$ cat src/rtl/mem_resp_stage.sv
// mem_resp_stage: MS stage with multiple outstanding loads, in-order response FIFO and flush drop counting
module mem_resp_stage #(
    parameter int DW        = 32,
    parameter int MAX_OUTST = 2,
    parameter int PASS_WD   = 128
) (
    input  logic                  clk,
    input  logic                  resetn,
    input  logic                  es_to_ms_valid,
    output logic                  ms_allowin,
    input  logic                  es_req_fire,
    output logic                  ms_req_allow,
    input  logic                  es_load,
    input  logic [2:0]            es_op,
    input  logic [$clog2(DW/8)-1:0] es_addr_low,
    input  logic                  es_gr_we,
    input  logic                  es_ex,
    input  logic                  es_eret,
    input  logic [DW-1:0]         es_alu_result,
    input  logic [PASS_WD-1:0]    es_pass,
    input  logic                  data_dataok,
    input  logic [DW-1:0]         data_rdata,
    input  logic                  flush,
    input  logic                  ws_allowin,
    output logic                  ms_to_ws_valid,
    output logic [DW-1:0]         ms_result,
    output logic [DW/8-1:0]       ms_rf_we,
    output logic [PASS_WD-1:0]    ms_pass,
    output logic                  ms_ex,
    output logic                  ms_handle_ex
);
    localparam int NB = DW / 8;
    localparam int AW = $clog2(NB);
    localparam int CW = 3;
    localparam int PW = MAX_OUTST > 1 ? $clog2(MAX_OUTST) : 1;
    localparam logic [CW:0] MAXO = (CW + 1)'(MAX_OUTST);
    localparam logic [NB-1:0] ONES = '1;

    logic ms_valid, load_r, gr_we_r, ex_r, eret_r;
    logic [2:0] op_r;
    logic [AW-1:0] addr_r;
    logic [DW-1:0] alu_r;
    logic [PASS_WD-1:0] pass_r;
    logic [CW-1:0] inflight, inflight_next, cancel, fifo_cnt;
    logic [PW-1:0] wp, rp;
    logic [DW-1:0] fifo [MAX_OUTST];
    logic fifo_ne, accept, waiting, bypass, push, pop, ms_ready_go;
    logic [DW-1:0] src, aligned;
    logic [7:0] a8, byte_v;
    logic [15:0] half_v;
    logic [31:0] word_v;
    logic is_lwl, is_lwr;

    function automatic logic [PW-1:0] inc(input logic [PW-1:0] p);
        return p == PW'(MAX_OUTST - 1) ? '0 : p + PW'(1);
    endfunction

    assign fifo_ne        = fifo_cnt != '0;
    assign accept         = data_dataok && cancel == '0 && !flush;
    assign waiting        = ms_valid && load_r;
    // a bypass only happens when WB takes the data in the same cycle, otherwise it is parked
    assign bypass         = accept && !fifo_ne && waiting && ws_allowin;
    assign push           = accept && !bypass;
    assign ms_ready_go    = !load_r || fifo_ne || accept;
    assign ms_to_ws_valid = ms_valid && ms_ready_go;
    assign ms_allowin     = !ms_valid || (ms_ready_go && ws_allowin);
    assign pop            = ms_to_ws_valid && ws_allowin && load_r && fifo_ne;
    assign inflight_next  = inflight + CW'(es_req_fire) - CW'(data_dataok);
    assign ms_req_allow   = ({1'b0, inflight} + {1'b0, fifo_cnt}) < MAXO && !flush;

    always_ff @(posedge clk or negedge resetn) begin
        if (!resetn) begin
            ms_valid <= 1'b0;
            inflight <= '0;
            cancel   <= '0;
            fifo_cnt <= '0;
            wp       <= '0;
            rp       <= '0;
        end else begin
            inflight <= inflight_next;
            if (flush) begin
                ms_valid <= 1'b0;
                cancel   <= inflight_next;
                fifo_cnt <= '0;
                wp       <= '0;
                rp       <= '0;
            end else begin
                if (ms_allowin) ms_valid <= es_to_ms_valid;
                if (cancel != '0 && data_dataok) cancel <= cancel - CW'(1);
                fifo_cnt <= fifo_cnt + CW'(push) - CW'(pop);
                if (push) wp <= inc(wp);
                if (pop) rp <= inc(rp);
            end
        end
    end

    always_ff @(posedge clk) begin
        if (es_to_ms_valid && ms_allowin) begin
            load_r  <= es_load;
            op_r    <= es_op;
            addr_r  <= es_addr_low;
            gr_we_r <= es_gr_we;
            ex_r    <= es_ex;
            eret_r  <= es_eret;
            alu_r   <= es_alu_result;
            pass_r  <= es_pass;
        end
    end

    always_ff @(posedge clk) begin
        if (push) fifo[wp] <= data_rdata;
    end

    assert property (@(posedge clk) disable iff (!resetn)
        !(push && !pop && fifo_cnt == CW'(MAX_OUTST)));

    assign src = fifo_ne ? fifo[rp] : data_rdata;

    always_comb begin
        a8      = 8'(addr_r);
        byte_v  = 8'(src >> {a8, 3'b0});
        half_v  = 16'(src >> {a8[7:1], 4'b0});
        word_v  = 32'(src >> {a8[7:2], 5'b0});
        aligned = op_r == 3'd1 ? DW'($signed(byte_v)) :
                  op_r == 3'd2 ? DW'(byte_v) :
                  op_r == 3'd3 ? DW'($signed(half_v)) :
                  op_r == 3'd4 ? DW'(half_v) :
                  op_r == 3'd5 ? src << {8'(NB - 1) - a8, 3'b0} :
                  op_r == 3'd6 ? src >> {a8, 3'b0} :
                  op_r == 3'd7 ? DW'($signed(word_v)) : src;
    end

    assign is_lwl       = load_r && op_r == 3'd5;
    assign is_lwr       = load_r && op_r == 3'd6;
    assign ms_result    = load_r ? aligned : alu_r;
    assign ms_rf_we     = (!ms_valid || ex_r) ? '0 :
                          is_lwl ? ~(ONES >> (a8 + 8'd1)) :
                          is_lwr ? ONES >> a8 :
                          gr_we_r ? ONES : '0;
    assign ms_pass      = pass_r;
    assign ms_ex        = ms_valid && ex_r;
    assign ms_handle_ex = ms_valid && (ex_r || eret_r);
endmodule

$ cat config.mk
export PLATFORM = sky130hd
export DESIGN_NAME = mem_resp_stage
export DESIGN_NICKNAME = d
export VERILOG_FILES = /design/src/rtl/mem_resp_stage.sv
export SDC_FILE = /design/constraint.sdc
export NUM_CORES = 1
export LEC_CHECK = 0
export ABC_AREA = 1
export BUFFER_PORTS_ARGS = -buffer_cell sky130_fd_sc_hd__buf_2
export CAP_MARGIN = 40
export CORE_ASPECT_RATIO = 1.25
export CORE_MARGIN = 4
export CORE_UTILIZATION = 25
export DETAILED_ROUTE_END_ITERATION = 7
export PLACE_DENSITY = 0.43
export SKIP_LAST_GASP = 1
export SLEW_MARGIN = 20
export SYNTH_ARGS = -nofsm -noshare
export SYNTH_HDL_FRONTEND = slang
export SYNTH_SLANG_ARGS = --single-unit
$ cat constraint.sdc
create_clock -name clk -period 18.4 [get_ports clk]
set_input_delay 0 -clock clk [delete_from_list [all_inputs] [get_ports clk]]
set_output_delay 0 -clock clk [all_outputs]
set_load 0.05 [all_outputs]
* After elaboration in Yosys (flattened, before gate mapping)
Memory sizes are Yosys's and may differ from the RTL's.
Index checks and enable logic that the tools add are counted.
** Cells by class
- Add/subtract/negate cells :: 10
- Magnitude comparators :: 1
- Equality and inequality tests :: 6
- Shift operators :: 5
- Muxes and demuxes :: 25
- Bitwise logic cells :: 1
- Reduce and logical (&&, ||, !) cells :: 36
** Operators with widths (count)
- $mux 32 :: 8
- $shl 32x11->32 :: 1
- $shr 32x5->16 :: 1
- $shr 32x5->32 :: 1
- $logic_and 1x1->1 :: 19
- $mux 4 :: 4
- $mux 1 :: 10
- $eq 3x3->1 const B :: 3
- $mux 3 :: 3
- $reduce_bool 2->1 :: 4
- $add 3x1->3 :: 2
- $eq 3x2->1 const B :: 2
- $reduce_bool 3->1 :: 2
- $sub 3x1->3 :: 2
- $logic_not 1->1 :: 5
- $logic_or 1x1->1 :: 5
- $add 3x3->4 :: 1
- $lt 4x2->1 const B :: 1
- $not 4->4 :: 1
- $shr 4x2->4 const A :: 1
- $shr 4x3->4 const A :: 1
- $add 2x1->3 const B :: 1
- $eq 3x1->1 const B :: 1
- $logic_not 3->1 :: 1
- 3 further kinds :: 4
** Word-level totals
- Flip-flop bits (word level) :: 181
- RAM bits :: 64
- Bits of input ports :: 208
- Logic and storage cells :: 99
- Memories :: 1
** Memories
- fifo :: depth 2, bits a word 32, rd ports 1, clocked after memory_dff 0, write ports 1, line 46 : logic [DW-1:0] fifo [MAX_OUTST];

* Logic depth before layout (Yosys ltp)
Gate-level depths: netlist of the first run.
- Word-level depth :: 11
- Mapped depth :: 16
- Gate-level depth less buffers :: 14

* Worst setup path after synthesis of the first run
OpenSTA, ideal clock, no wires.
- Path kind :: flip-flop to flip-flop
- Start :: register fifo_cnt[1]
- End :: register addr_r[0] (enable)
- Arrival :: 9421 ps
- Data required time :: 17699 ps
- Slack :: 8278 ps
- Cell stages (with the launch flop) :: 9
- Path buffers :: 2
- Path through :: dfrtp_1 -> nor2_4 -> nand2_4 -> buf_6 -> buf_2 -> nor3_1 -> o21ai_0 -> inv_1 -> nor2_1
** On the way
- Longest elaborated chain between the ends :: 6
** RTL lines
- start: declaration :: line 44 : logic [CW-1:0] inflight, inflight_next, cancel, fifo_cnt;
- start signal: assignment :: line 90 : fifo_cnt <= fifo_cnt + CW'(push) - CW'(pop);
- $reduce_bool 3->1 :: line 58 : assign fifo_ne = fifo_cnt != '0;
- $logic_or 1x1->1 (2 in series) :: line 64 : assign ms_ready_go = !load_r || fifo_ne || accept;
- $logic_and 1x1->1 :: line 66 : assign ms_allowin = !ms_valid || (ms_ready_go && ws_allowin);
- $logic_or 1x1->1 :: line 66
- net ms_allowin :: line 10 : output logic ms_allowin,
- $logic_and 1x1->1 :: line 98 : if (es_to_ms_valid && ms_allowin) begin
- end signal: assignment :: line 101 : addr_r <= es_addr_low;
- end: declaration :: line 41 : logic [AW-1:0] addr_r;
The timed path passes the listed nets, and every way through them passes these cells.
A chain may end at the register's enable or synchronous reset.

* Final worst setup path of the first run
- Start :: register op_r[2]
- End :: output port ms_result[30]
** On the way
- Longest elaborated chain between the ends :: 8
- Elaborated cells between the ends (all ways) :: 13
- Classes of those cells :: eq/ne (6); mux (7)
** RTL lines
- start: declaration :: line 40 : logic [2:0] op_r;
- start signal: assignment :: line 100 : op_r <= es_op;
- $eq 3x3->1 :: line 129 : op_r == 3'd6 ? src >> {a8, 3'b0} :
- $mux 32 :: line 129
- $mux 32 :: line 128 : op_r == 3'd5 ? src << {8'(NB - 1) - a8, 3'b0} :
- $mux 32 :: line 127 : op_r == 3'd4 ? DW'(half_v) :
- $mux 32 :: line 126 : op_r == 3'd3 ? DW'($signed(half_v)) :
- $mux 32 :: line 125 : op_r == 3'd2 ? DW'(byte_v) :
- $mux 32 * :: line 124 : aligned = op_r == 3'd1 ? DW'($signed(byte_v)) :
- $mux 32 * :: line 135 : assign ms_result = load_r ? aligned : alu_r;
- end: declaration :: line 26 : output logic [DW-1:0] ms_result,
Mark *: on every way between the ends. The rest lies on a longest branch, timed or not.

==> impl_results.rst, run 1 <==
.. list-table::
   :header-rows: 1

   * - Metric
     - Value
   * - Number of enable flip-flop cells after synthesis
     - 233
   * - Mean post-synth cell area
     - 9.55 µm²
   * - Slowest cell on the critical path
     - sky130_fd_sc_hd__nand3_1
   * - Worst slew slack as a fraction of its limit
     - 30.7%
   * - Number of flip-flops and latches in the synthesized netlist
     - 245
   * - Cell-by-cell listing of the critical path
     - nand3_1 > inv_2 > a21oi_2 > nand3_1 > nand2_1 > nand2_1 > nand2_1 > nand2_1 > a21oi_2 > buf_2
   * - Clock-pin slew reported for the worst setup and hold paths after clock tree synthesis
     - 0.06 ns
   * - Dominant cell type by count on the critical path
     - sky130_fd_sc_hd__nand2_1
   * - Final-report hold violation count
     - 0
   * - Average wire per cell in the routed design
     - 18.6 µm
   * - Critical Path Start Type
     - flop
   * - Buffers and inverters on the worst path
     - 2
   * - Setup tns final
     - 0 ns
   * - R2R Setup Slk
     - 15.28 ns
   * - Layout net count
     - 2038
   * - Area added between synthesis and finish
     - 47.6%
   * - Number of input and output port buffers inserted
     - 376
   * - Yosys cell types
     - 40
   * - Power density over the cells
     - 103 nW/µm²
   * - Leakage power summed over all cells
     - 0.00802 µW
   * - Drt via density
     - 4.37
   * - Largest fanout on the critical path
     - 24
   * - Largest cells by area after synthesis
     - sky130_fd_sc_hd__edfxtp_1 59%, sky130_fd_sc_hd__nand2_1 13%, sky130_fd_sc_hd__nand3_1 8.9%, sky130_fd_sc_hd__inv_1 3.9%, sky130_fd_sc_hd__dfrtp_1 2.5%
   * - Launch point of the worst reg-to-reg path
     - fifo_cnt[0]
   * - Worst slack at placement
     - 14.75 ns
   * - CP peak stage delay
     - 0.65 ns
   * - Classification of the worst-slack hold path
     - input pin to flop
   * - I/O pins
     - 377
   * - Root Driver
     - sky130_fd_sc_hd__clkbuf_16
   * - Least setup slack across all paths after layout
     - 14.77 ns
   * - Total die area
     - 51200 µm²
   * - Outcome
     - completed
   * - Setup violations, final
     - 0
   * - Hold path depth
     - 2
   * - Fraction of layout instances using a drive strength above 1
     - 25.6%
   * - Antenna violation net count after detailed routing
     - 0
   * - Die Wd
     - 203 µm
   * - Worst Path Class, Setup
     - flop to primary output
   * - Ranking of synthesized cells by instance count
     - 415 x sky130_fd_sc_hd__nand2_1, 233 x sky130_fd_sc_hd__edfxtp_1, 212 x sky130_fd_sc_hd__nand3_1
   * - Standard-cell row count
     - 89
   * - Overall Global Routing Usage
     - 17.5%
   * - CP Data Required Time
     - 18.40 ns
   * - Synth Instances
     - 1247
   * - CP Launch Point
     - op_r[2]
   * - # clock sinks
     - 245
   * - Num CTS Buffers
     - 28
   * - Starting DRT DRC Count
     - 793
   * - TritonCTS clock tree
     - done
   * - Dominant synthesized flop cell
     - sky130_fd_sc_hd__edfxtp_1
   * - Final global-route overflow total
     - 0
   * - Maximum resistive drop on vdd
     - 0.0787 mV
   * - Final slew viol count
     - 0
   * - Via count of the routed design
     - 10827
   * - Critical R2R Capture
     - alu_r[2]
   * - Dominant delay contributor by cell family on the critical path
     - simple AND/OR/NAND/NOR gates
   * - Fin crit share
     - 19.7%
   * - Element type at the critical path end
     - primary output
   * - Vias in the first global route
     - 11056
   * - Hold path start
     - es_pass[26]
   * - Crit path DAT
     - 3.63 ns
   * - Antenna violations before repair
     - 7
   * - Synth warn
     - 0
   * - Drt drc
     - 0
   * - Clock latency on the worst-skew pair
     - 0.56 ns
   * - Vertical die dimension
     - 252 µm
   * - Peak Freq
     - 0.275 GHz
   * - Cell area after technology mapping
     - 11900 µm²
   * - Slew @ Worst Pin
     - 1.04 ns
   * - Placeable core region
     - 47200 µm²
   * - Global-route wire length before repair
     - 69100 µm
   * - Largest area contributor in the netlist
     - sky130_fd_sc_hd__edfxtp_1
   * - Hold path endpoint
     - ms_pass[26]
   * - Final clock skew
     - 0.0230 ns
   * - Post-detailed-routing wire length
     - 46200 µm
   * - Starting Density
     - 25.2%
   * - Estimated wirelength of the detail-placed design
     - 34300 µm
   * - H-tree lvl count
     - 1
   * - Number of standard cells in the layout, taps in and fillers out
     - 2479
   * - Most frequent cell after synthesis
     - sky130_fd_sc_hd__nand2_1
   * - Worst hold margin
     - 0.151 ns
   * - Post-Place Cells
     - 2214
   * - Maximum number of pins on one net before global-route repair
     - 170
   * - Fraction of registers with async set/reset
     - 4.90%
   * - Worst R2R Path Depth
     - 8
   * - Maximum capacitance violations
     - 0
   * - Register area share after synthesis
     - 61.3%
   * - Min cycle time layout
     - 3.63 ns
   * - Area share of the largest cell type after synthesis
     - 58.8%
   * - 1st-pass router iterations
     - 5
   * - Mapped Nets
     - 1466
   * - Maximum clock insertion buffer count
     - 3
   * - RSZ-0062 raised after global routing
     - false
   * - Final weighted congestion of routability-driven global placement
     - 0.875
report_power, final:
group / total [µW] / leakage, µW / internal, µW / switching, µW
Clock: 626 / 0.000495 / 397 / 229
Combinational: 512 / 0.00517 / 157 / 355
Sequential: 679 / 0.00235 / 660 / 19.0
what timing repair did:
item / 4_1_cts / 5_1_grt
hold buffers: 209 / 0
setup buffers: 0 / 0
resized for setup: 0 / 0
endpoints found under the hold margin: 256 / 0
flip-flops by register name, indices dropped and copies added (netlist names):
register / flops
eret_r: 1
gr_we_r: 1
rp: 1
ms_pass: 128
addr_r: 2
load_r: 1
cancel: 3
alu_r: 32
op_r: 3
inflight: 3
wp: 1
fifo: 64
ex_r: 1
ms_valid: 1
fifo_cnt: 3
logic make-up (layout without fill, tap and decap cells):
kind of cell	Yosys count	in the layout	synth area share, %
flip-flops	245	245	61.3
adder cells (fa/ha/maj)	11	11	1.35
AO/OA/AOI/OAI	77	77	3.60
XOR/XNOR	5	5	0.368
other	0	3	0
buffers and inverters	191	783	6.95
AND/OR/NAND/NOR	718	718	26.5
cell type report:
cell class                      count  area (µm²)
Inverter                          133         504
Multi-Input combinational cell    811        3790
Fill cell                        4856       29600
Clock buffer                       32         737
Antenna cell                        3        7.51
Timing Repair Buffer              600        4140
Clock inverter                     18         294
Sequential cell                   245        7300
Tap cell                          637         797
layout by cell type (no fill, tap or decap), types with 4 or more instances in the layout:
cell type                       instances
sky130_fd_sc_hd__a21oi_1               38
sky130_fd_sc_hd__a21oi_2                4
sky130_fd_sc_hd__buf_2                376
sky130_fd_sc_hd__buf_4                 10
sky130_fd_sc_hd__bufinv_16              8
sky130_fd_sc_hd__clkbuf_16             29
sky130_fd_sc_hd__clkinv_1               5
sky130_fd_sc_hd__clkinv_2               4
sky130_fd_sc_hd__dfrtp_1               12
sky130_fd_sc_hd__dlygate4sd3_1        209
sky130_fd_sc_hd__edfxtp_1             233
sky130_fd_sc_hd__ha_1                   8
sky130_fd_sc_hd__inv_1                123
sky130_fd_sc_hd__inv_2                  7
sky130_fd_sc_hd__nand2_1              415
sky130_fd_sc_hd__nand2_2                5
sky130_fd_sc_hd__nand3_1              212
sky130_fd_sc_hd__nand3_2                5
sky130_fd_sc_hd__nand3b_1              23
sky130_fd_sc_hd__nor2_1                43
sky130_fd_sc_hd__nor2_2                 4
sky130_fd_sc_hd__o21ai_0               25
sky130_fd_sc_hd__o21ai_1                4
how the worst max path moves through the flow:
stage	to	depth (start not counted)
after detailed placement	ms_result[19]	9
final	ms_result[30]	10
after global routing	ms_result[24]	10
after floorplan	addr_r[0]	8
after CTS	ms_result[19]	9
after global placement	ms_result[16]	9
worst reg2reg max path, cell delays in order (launching register included):
cell	delay, ns
sky130_fd_sc_hd__dfrtp_1	0.39
sky130_fd_sc_hd__inv_1	0.05
sky130_fd_sc_hd__buf_4	0.25
sky130_fd_sc_hd__nand2_4	0.49
sky130_fd_sc_hd__nor3_1	0.17
sky130_fd_sc_hd__o21ai_0	0.31
sky130_fd_sc_hd__inv_1	0.12
sky130_fd_sc_hd__nor2_4	0.12
sky130_fd_sc_hd__buf_12	0.54
stage by stage:
step	cell area (µm²)	utilization, %	power, µW
2_1_floorplan	11900	-	1030
3_3_place_gp	14400	30.4	1160
3_5_place_dp	14400	30.5	1160
4_1_cts	17500	37.1	1840
5_1_grt	17600	37.2	1920
6_report	17600	37.2	1820
per-layer routing:
metal  part of all wire [%]  GRT usage [%]  vias up
li1                       -              -     5299
met1                     40           21.7     4995
met2                     49           30.5      471
met3                    7.9           3.84       62
met4                    3.1           5.42        0
met5                      0              0        -
Power figures use the tool's default switching activity.
==> inputs of run 2 (changes only) <==
Settings changed: ABC_AREA 1 to 0, PLACE_DENSITY 0.43 to 0.45.
Clock period 18.4 ns to 3.25 ns, I/O delays scaled along.
==> impl_results.rst, run 2 <==
.. list-table::
   :header-rows: 1

   * - Metric
     - Value
   * - Outcome
     - completed
   * - Largest fanout on the critical path
     - 17
   * - Maximum resistive drop on vdd
     - 0.513 mV
   * - Estimated wirelength of the detail-placed design
     - 29500 µm
   * - Fraction of registers with async set/reset
     - 4.90%
   * - Antenna violations before repair
     - 6
   * - Final-report hold violation count
     - 0
   * - Mean post-synth cell area
     - 14.9 µm²
   * - Fraction of layout instances using a drive strength above 1
     - 40.7%
   * - Worst slew slack as a fraction of its limit
     - 60.4%
   * - Cell area after technology mapping
     - 10600 µm²
   * - Starting Density
     - 25.2%
   * - Fill cell instance count of the final layout
     - 4023
   * - Fin crit share
     - 96.2%
   * - Starting DRT DRC Count
     - 561
   * - Power density over the cells
     - 569 nW/µm²
   * - Clock latency on the worst-skew pair
     - 0.55 ns
   * - Placed standard-cell area
     - 13400 µm²
   * - Final slew viol count
     - 0
   * - Global-route wire length before repair
     - 59400 µm
   * - Classification of the worst-slack hold path
     - input pin to flop
   * - Total die area
     - 45800 µm²
   * - Final clock skew
     - 0.0120 ns
   * - Number of input and output port buffers inserted
     - 376
   * - Standard-cell row count
     - 84
   * - Worst Path Class, Setup
     - flop to primary output
   * - Min cycle time layout
     - 3.13 ns
   * - Number of standard cells in the layout, taps in and fillers out
     - 1923
   * - Maximum clock insertion buffer count
     - 3
   * - CP Data Required Time
     - 3.25 ns
   * - Critical Path Start Type
     - flop
   * - Post-detailed-routing wire length
     - 39800 µm
   * - Total power draw
     - 9510 µW
   * - Synth warn
     - 0
   * - Post-Place Cells
     - 1646
   * - Clock-pin slew reported for the worst setup and hold paths after clock tree synthesis
     - 0.06 ns
   * - Slew @ Worst Pin
     - 0.588 ns
   * - Most frequent cell after synthesis
     - sky130_fd_sc_hd__edfxtp_1
   * - Largest cells by area after synthesis
     - sky130_fd_sc_hd__edfxtp_1 66%, sky130_fd_sc_hd__mux2i_1 4.3%, sky130_fd_sc_hd__mux2_2 3.2%, sky130_fd_sc_hd__dfrtp_1 2.8%, sky130_fd_sc_hd__o22ai_1 2.1%
   * - Element type at the critical path end
     - primary output
   * - Synth Instances
     - 710
   * - Yosys cell types
     - 56
   * - Num CTS Buffers
     - 26
   * - Drt drc
     - 0
   * - Register area share after synthesis
     - 68.8%
   * - Number of enable flip-flop cells after synthesis
     - 233
   * - TritonCTS clock tree
     - done
   * - # clock sinks
     - 245
   * - Final global-route overflow total
     - 0
   * - Antenna violation net count after detailed routing
     - 0
   * - Area share of the largest cell type after synthesis
     - 66.0%
   * - Die Wd
     - 192 µm
   * - Average wire per cell in the routed design
     - 20.7 µm
   * - Mapped Nets
     - 929
   * - Vias in the first global route
     - 9373
   * - Via count of the routed design
     - 8723
   * - Largest area contributor in the netlist
     - sky130_fd_sc_hd__edfxtp_1
   * - Number of flip-flops and latches in the synthesized netlist
     - 245
   * - Peak Freq
     - 0.320 GHz
   * - Commonest non-fill, non-tap cell in the layout
     - sky130_fd_sc_hd__buf_2
   * - Drt via density
     - 4.54
   * - Setup violations, final
     - 0
   * - I/O pins
     - 377
   * - H-tree lvl count
     - 1
   * - Maximum capacitance violations
     - 0
   * - Worst hold margin
     - 0.160 ns
   * - Layout net count
     - 1559
   * - Leakage power summed over all cells
     - 0.00665 µW
   * - 1st-pass router iterations
     - 7
   * - Leading cell types in the layout, fill and taps excluded
     - 364 x sky130_fd_sc_hd__buf_2, 233 x sky130_fd_sc_hd__edfxtp_1, 210 x sky130_fd_sc_hd__dlygate4sd3_1
   * - Worst R2R Path Depth
     - 12
   * - Area added between synthesis and finish
     - 57.8%
   * - Dominant synthesized flop cell
     - sky130_fd_sc_hd__edfxtp_1
   * - Crit path DAT
     - 3.13 ns
   * - Hold path depth
     - 2
   * - Vertical die dimension
     - 238 µm
   * - Root Driver
     - sky130_fd_sc_hd__clkbuf_16
   * - Final weighted congestion of routability-driven global placement
     - 0.894
   * - Max FFs per register
     - 128
   * - Total non-filler cell area in the finished layout
     - 16700 µm²
   * - Maximum number of pins on one net before global-route repair
     - 65
   * - Ranking of synthesized cells by instance count
     - 233 x sky130_fd_sc_hd__edfxtp_1, 46 x sky130_fd_sc_hd__mux2i_1, 46 x sky130_fd_sc_hd__nor2_1
   * - Placeable core region
     - 42000 µm²
   * - Overall Global Routing Usage
     - 16.9%
-- run 2: cell types whose count changed after synthesis, sizes merged, moves of 7 or more --
cell,delta
o21a,+16
nand2b,+15
mux2,+30
o221ai,+25
a21o,+9
nand3b,-22
mux2i,+48
nand3,-214
buf,-20
mux4,+7
nand2,-402
inv,-110
o22ai,+35
-- run 2: metal layers --
metal	part of all wire [%]	GRT usage [%]	vias to the layer above
li1	-	-	4056
met1	38	20.5	4147
met2	50	28.9	439
met3	7.9	4.39	81
met4	3.9	6.20	0
met5	0	0	-
-- run 2: path summary, 6_finish.rpt --
kind | start | to | slack (ns)
worst max register to register | cancel[0] | fifo_cnt[2] | 0.54
worst max-delay path | fifo_cnt[0] | ms_result[27] | 0.12
worst min-delay path | es_pass[55] | ms_pass[55] | 0.16
worst min register to register | inflight[2] | inflight[2] | 0.51
min in group asynchronous | resetn | inflight[0] | 0.50
max in group asynchronous | resetn | fifo_cnt[1] | 2.34
-- run 2: kinds of logic (layout without fill, tap and decap cells) --
group	Yosys count	count (layout)	synth area share [%]
compound gates	182	182	11.6
xor+xnor	8	8	0.661
fa+ha+maj	11	11	1.51
buf+inv	60	710	2.65
flops	245	245	68.8
mux	85	85	9.27
other cells	0	4	0
simple gates	119	119	5.53
-- run 2: final cells by class --
class	instances	area, µm²	share of cell area, %
well taps	559	699	4.18
diodes	4	10.0	0.0598
flip-flops and latches	245	7300	43.6
clock buffers	30	687	4.11
multi-input cells	405	3170	19.0
inverters	20	75.1	0.449
repair buffers	642	4590	27.4
clock inverters	18	195	1.17
-- run 2: metrics by stage --
stage                     utilization, %  setup WS, ns  setup TNS (ns)
final                               39.8         0.123               0
after global placement              31.9         0.364               0
after floorplan                        -         -1.10         -185.57
after global routing                39.8       -0.0118         -0.0118
after detailed placement            31.9         0.284               0
after CTS                           39.2      0.000725               0
-- run 2: power breakdown --
group | leakage, µW | switching [µW] | total [µW] | internal (µW)
Sequential | 0.00235 | 100 | 3830 | 3730
Clock | 0.000442 | 1280 | 3110 | 1830
Combinational | 0.00386 | 1620 | 2580 | 951
-- run 2: worst max-delay path, stage by stage (launching register included) --
cell and delay, ns:
sky130_fd_sc_hd__dfrtp_2 0.45, sky130_fd_sc_hd__or3_4 0.45, sky130_fd_sc_hd__buf_12 0.18, sky130_fd_sc_hd__mux2i_1 0.24, sky130_fd_sc_hd__mux4_2 0.52, sky130_fd_sc_hd__o221ai_1 0.28, sky130_fd_sc_hd__a21oi_1 0.12, sky130_fd_sc_hd__nor2_1 0.10
sky130_fd_sc_hd__buf_4 0.21
-- run 2: timing repair --
item                       CTS  global route
cloned                       0             1
resized for setup           16            28
pin swaps                    0             1
setup buffers                2            12
setup endpoints to repair   27            24
hold buffers               210             0
hold endpoints to repair   258             0
==> inputs of run 3 (changes only) <==
Settings changed: CORE_UTILIZATION 25 to 39, PLACE_DENSITY 0.45 to 0.66.
==> impl_results.rst, run 3 (synthesis gave the netlist of run 2 again) <==
.. list-table::
   :header-rows: 1

   * - Metric
     - Value
   * - Starting Density
     - 39.5%
   * - Worst Path Class, Setup
     - flop to primary output
   * - CP peak stage delay
     - 0.54 ns
   * - Slew @ Worst Pin
     - 0.674 ns
   * - Die Wd
     - 155 µm
   * - Num CTS Buffers
     - 25
   * - Maximum resistive drop on vdd
     - 0.588 mV
   * - Total die area
     - 29900 µm²
   * - Vertical die dimension
     - 192 µm
   * - Leakage power summed over all cells
     - 0.00654 µW
   * - Total routed wire length on the met1 layer
     - 15400 µm
   * - # clock sinks
     - 245
   * - Switching share of power
     - 31.8%
   * - Buffers and inverters on the worst path
     - 1
   * - H-tree lvl count
     - 1
   * - Starting DRT DRC Count
     - 678
   * - Final clock skew
     - 0.00898 ns
   * - Number of input and output port buffers inserted
     - 376
   * - Overall Global Routing Usage
     - 25.9%
   * - Antenna violations before repair
     - 1
   * - Least setup slack across all paths after layout
     - 0.0613 ns
   * - Slowest cell on the critical path
     - sky130_fd_sc_hd__or4_1
   * - Setup violations, final
     - 0
   * - 1st-pass router iterations
     - 5
   * - Worst slew slack as a fraction of its limit
     - 54.9%
   * - Classification of the worst-slack hold path
     - input pin to flop
   * - Critical Path Start Type
     - flop
   * - Clock latency on the worst-skew pair
     - 0.52 ns
   * - Met2 layer wire length in the routed design
     - 20600 µm
   * - End-of-flow core utilization
     - 60.3%
   * - Part of the power in registers
     - 42.2%
   * - Drt drc
     - 0
   * - Placeable core region
     - 26800 µm²
   * - Placed standard-cell area
     - 13300 µm²
   * - Fraction of layout instances using a drive strength above 1
     - 38.5%
   * - Min cycle time layout
     - 3.19 ns
   * - Estimated wirelength of the detail-placed design
     - 28500 µm
   * - Peak Freq
     - 0.314 GHz
   * - Drt via density
     - 5.30
   * - Total non-filler cell area in the finished layout
     - 16200 µm²
   * - Largest fanout on the critical path
     - 9
   * - TritonCTS clock tree
     - done
   * - Vias in the first global route
     - 9306
   * - Worst slack at placement
     - 0.183 ns
   * - Leading cell types in the layout, fill and taps excluded
     - 365 x sky130_fd_sc_hd__buf_2, 233 x sky130_fd_sc_hd__edfxtp_1, 208 x sky130_fd_sc_hd__dlygate4sd3_1
   * - Max FFs per register
     - 128
   * - Post-detailed-routing wire length
     - 40300 µm
   * - I/O pins
     - 377
   * - Dominant delay contributor by cell family on the critical path
     - simple AND/OR/NAND/NOR gates
   * - Crit path DAT
     - 3.19 ns
   * - Commonest non-fill, non-tap cell in the layout
     - sky130_fd_sc_hd__buf_2
   * - Met3 wire length
     - 3100 µm
   * - Final-report hold violation count
     - 0
   * - Clock-pin slew reported for the worst setup and hold paths after clock tree synthesis
     - 0.06 ns
   * - Number of antenna repair diodes
     - 0
   * - Maximum capacitance violations
     - 0
   * - Total internal power
     - 6220 µW
   * - RSZ-0062 raised after global routing
     - true
   * - CP Data Required Time
     - 3.25 ns
   * - Via count of the routed design
     - 8985
   * - Global-route wire length before repair
     - 58700 µm
   * - Final weighted congestion of routability-driven global placement
     - 0.970
   * - Element type at the critical path end
     - primary output
   * - Relative contribution of the clock network to total power
     - 30.0%
   * - Power density over the cells
     - 563 nW/µm²
   * - Highest routed metal layer
     - met4
   * - Root Driver
     - sky130_fd_sc_hd__clkbuf_16
   * - Maximum clock insertion buffer count
     - 3
   * - Maximum number of pins on one net before global-route repair
     - 43
   * - Switching power
     - 2900 µW
   * - Layout net count
     - 1554
   * - Outcome
     - completed
   * - Average wire per cell in the routed design
     - 23.8 µm
   * - Antenna violation net count after detailed routing
     - 0
   * - Standard-cell row count
     - 67
   * - Setup tns final
     - 0 ns
   * - Final global-route overflow total
     - 0
   * - Area added between synthesis and finish
     - 52.6%
   * - Fin crit share
     - 98.1%
   * - Combinational group share of total power
     - 27.8%
   * - Cell-by-cell listing of the critical path
     - or4_1 > o211a_1 > nor4_2 > o21ai_2 > nor2_1 > a311oi_1 > buf_2
   * - Final slew viol count
     - 0
## run 3: cell types whose count changed in the layout (fill, tap and decap cells not counted), sizes merged
cell	before	now
clkinv	13	8
clkbuf	34	32
clkinvlp	1	0
diode	4	0
inv	20	21
dlygate4sd3	210	208
bufinv	4	2
## run 3: path summary, 6_finish.rpt
| kind | depth (start not counted) | start | end | slack (ns) |
|---|---|---|---|---|
| setup / recovery | 7 | fifo_cnt[2] | ms_result[10] | 0.06 |
| hold / removal | 5 | ws_allowin | rp | 0.02 |
| setup reg to reg | 11 | fifo_cnt[2] | fifo_cnt[2] | 0.46 |
| hold reg to reg | 1 | inflight[2] | inflight[2] | 0.53 |
| max in group asynchronous | 3 | resetn | fifo_cnt[1] | 2.32 |
| min in group asynchronous | 3 | resetn | cancel[0] | 0.53 |
## run 3: final cells by class
class                           instances  area (µm²)
Sequential cell                       245        7300
Timing Repair Buffer                  638        4560
Inverter                               20        75.1
Tap cell                              345         432
Clock buffer                           30         644
Fill cell                            2111       10600
Multi-Input combinational cell        405        3070
Clock inverter                         11         105
## run 3: what timing repair did
action | 4_1_cts | 5_1_grt
endpoints found under the setup margin | 23 | 13
endpoints found under the hold margin | 258 | 0
hold buffers | 208 | 0
gates resized for setup | 9 | 12
pin swaps | 0 | 0
buffers inserted | 0 | 3
## run 3: worst min-delay path, stage by stage
cell,delay (ns)
sky130_fd_sc_hd__buf_2,0.11
sky130_fd_sc_hd__nand3_1,0.13
sky130_fd_sc_hd__nor2_1,0.09
sky130_fd_sc_hd__xnor2_1,0.13
sky130_fd_sc_hd__nor2_1,0.04
## run 3: layer usage
layer | global-route usage (%) | up-vias
met5 | 0 | -
met4 | 7.51 | 0
met3 | 5.23 | 76
met2 | 45.4 | 507
met1 | 32.7 | 4365
li1 | - | 4037
## run 3: metrics by stage
stage / hold WS [ns] / instances / total power, µW
finish: 0.0166 / 1694 / 9120
global route: 0.0668 / 1694 / 9470
CTS: 0.00317 / 1691 / 9100
detailed placement: -0.103 / 1442 / 6180
global placement: -0.108 / 1442 / 6160
floorplan: -0.296 / 710 / 5410
## run 3: power groups by stage
stage | combinational (µW) | sequential [µW] | clock, µW
2_1_floorplan | 1150 | 4260 | 0
3_3_place_gp | 2260 | 3900 | 0
3_5_place_dp | 2270 | 3910 | 0
4_1_cts | 2490 | 3840 | 2770
5_1_grt | 2670 | 3870 | 2930
6_report | 2530 | 3850 | 2730
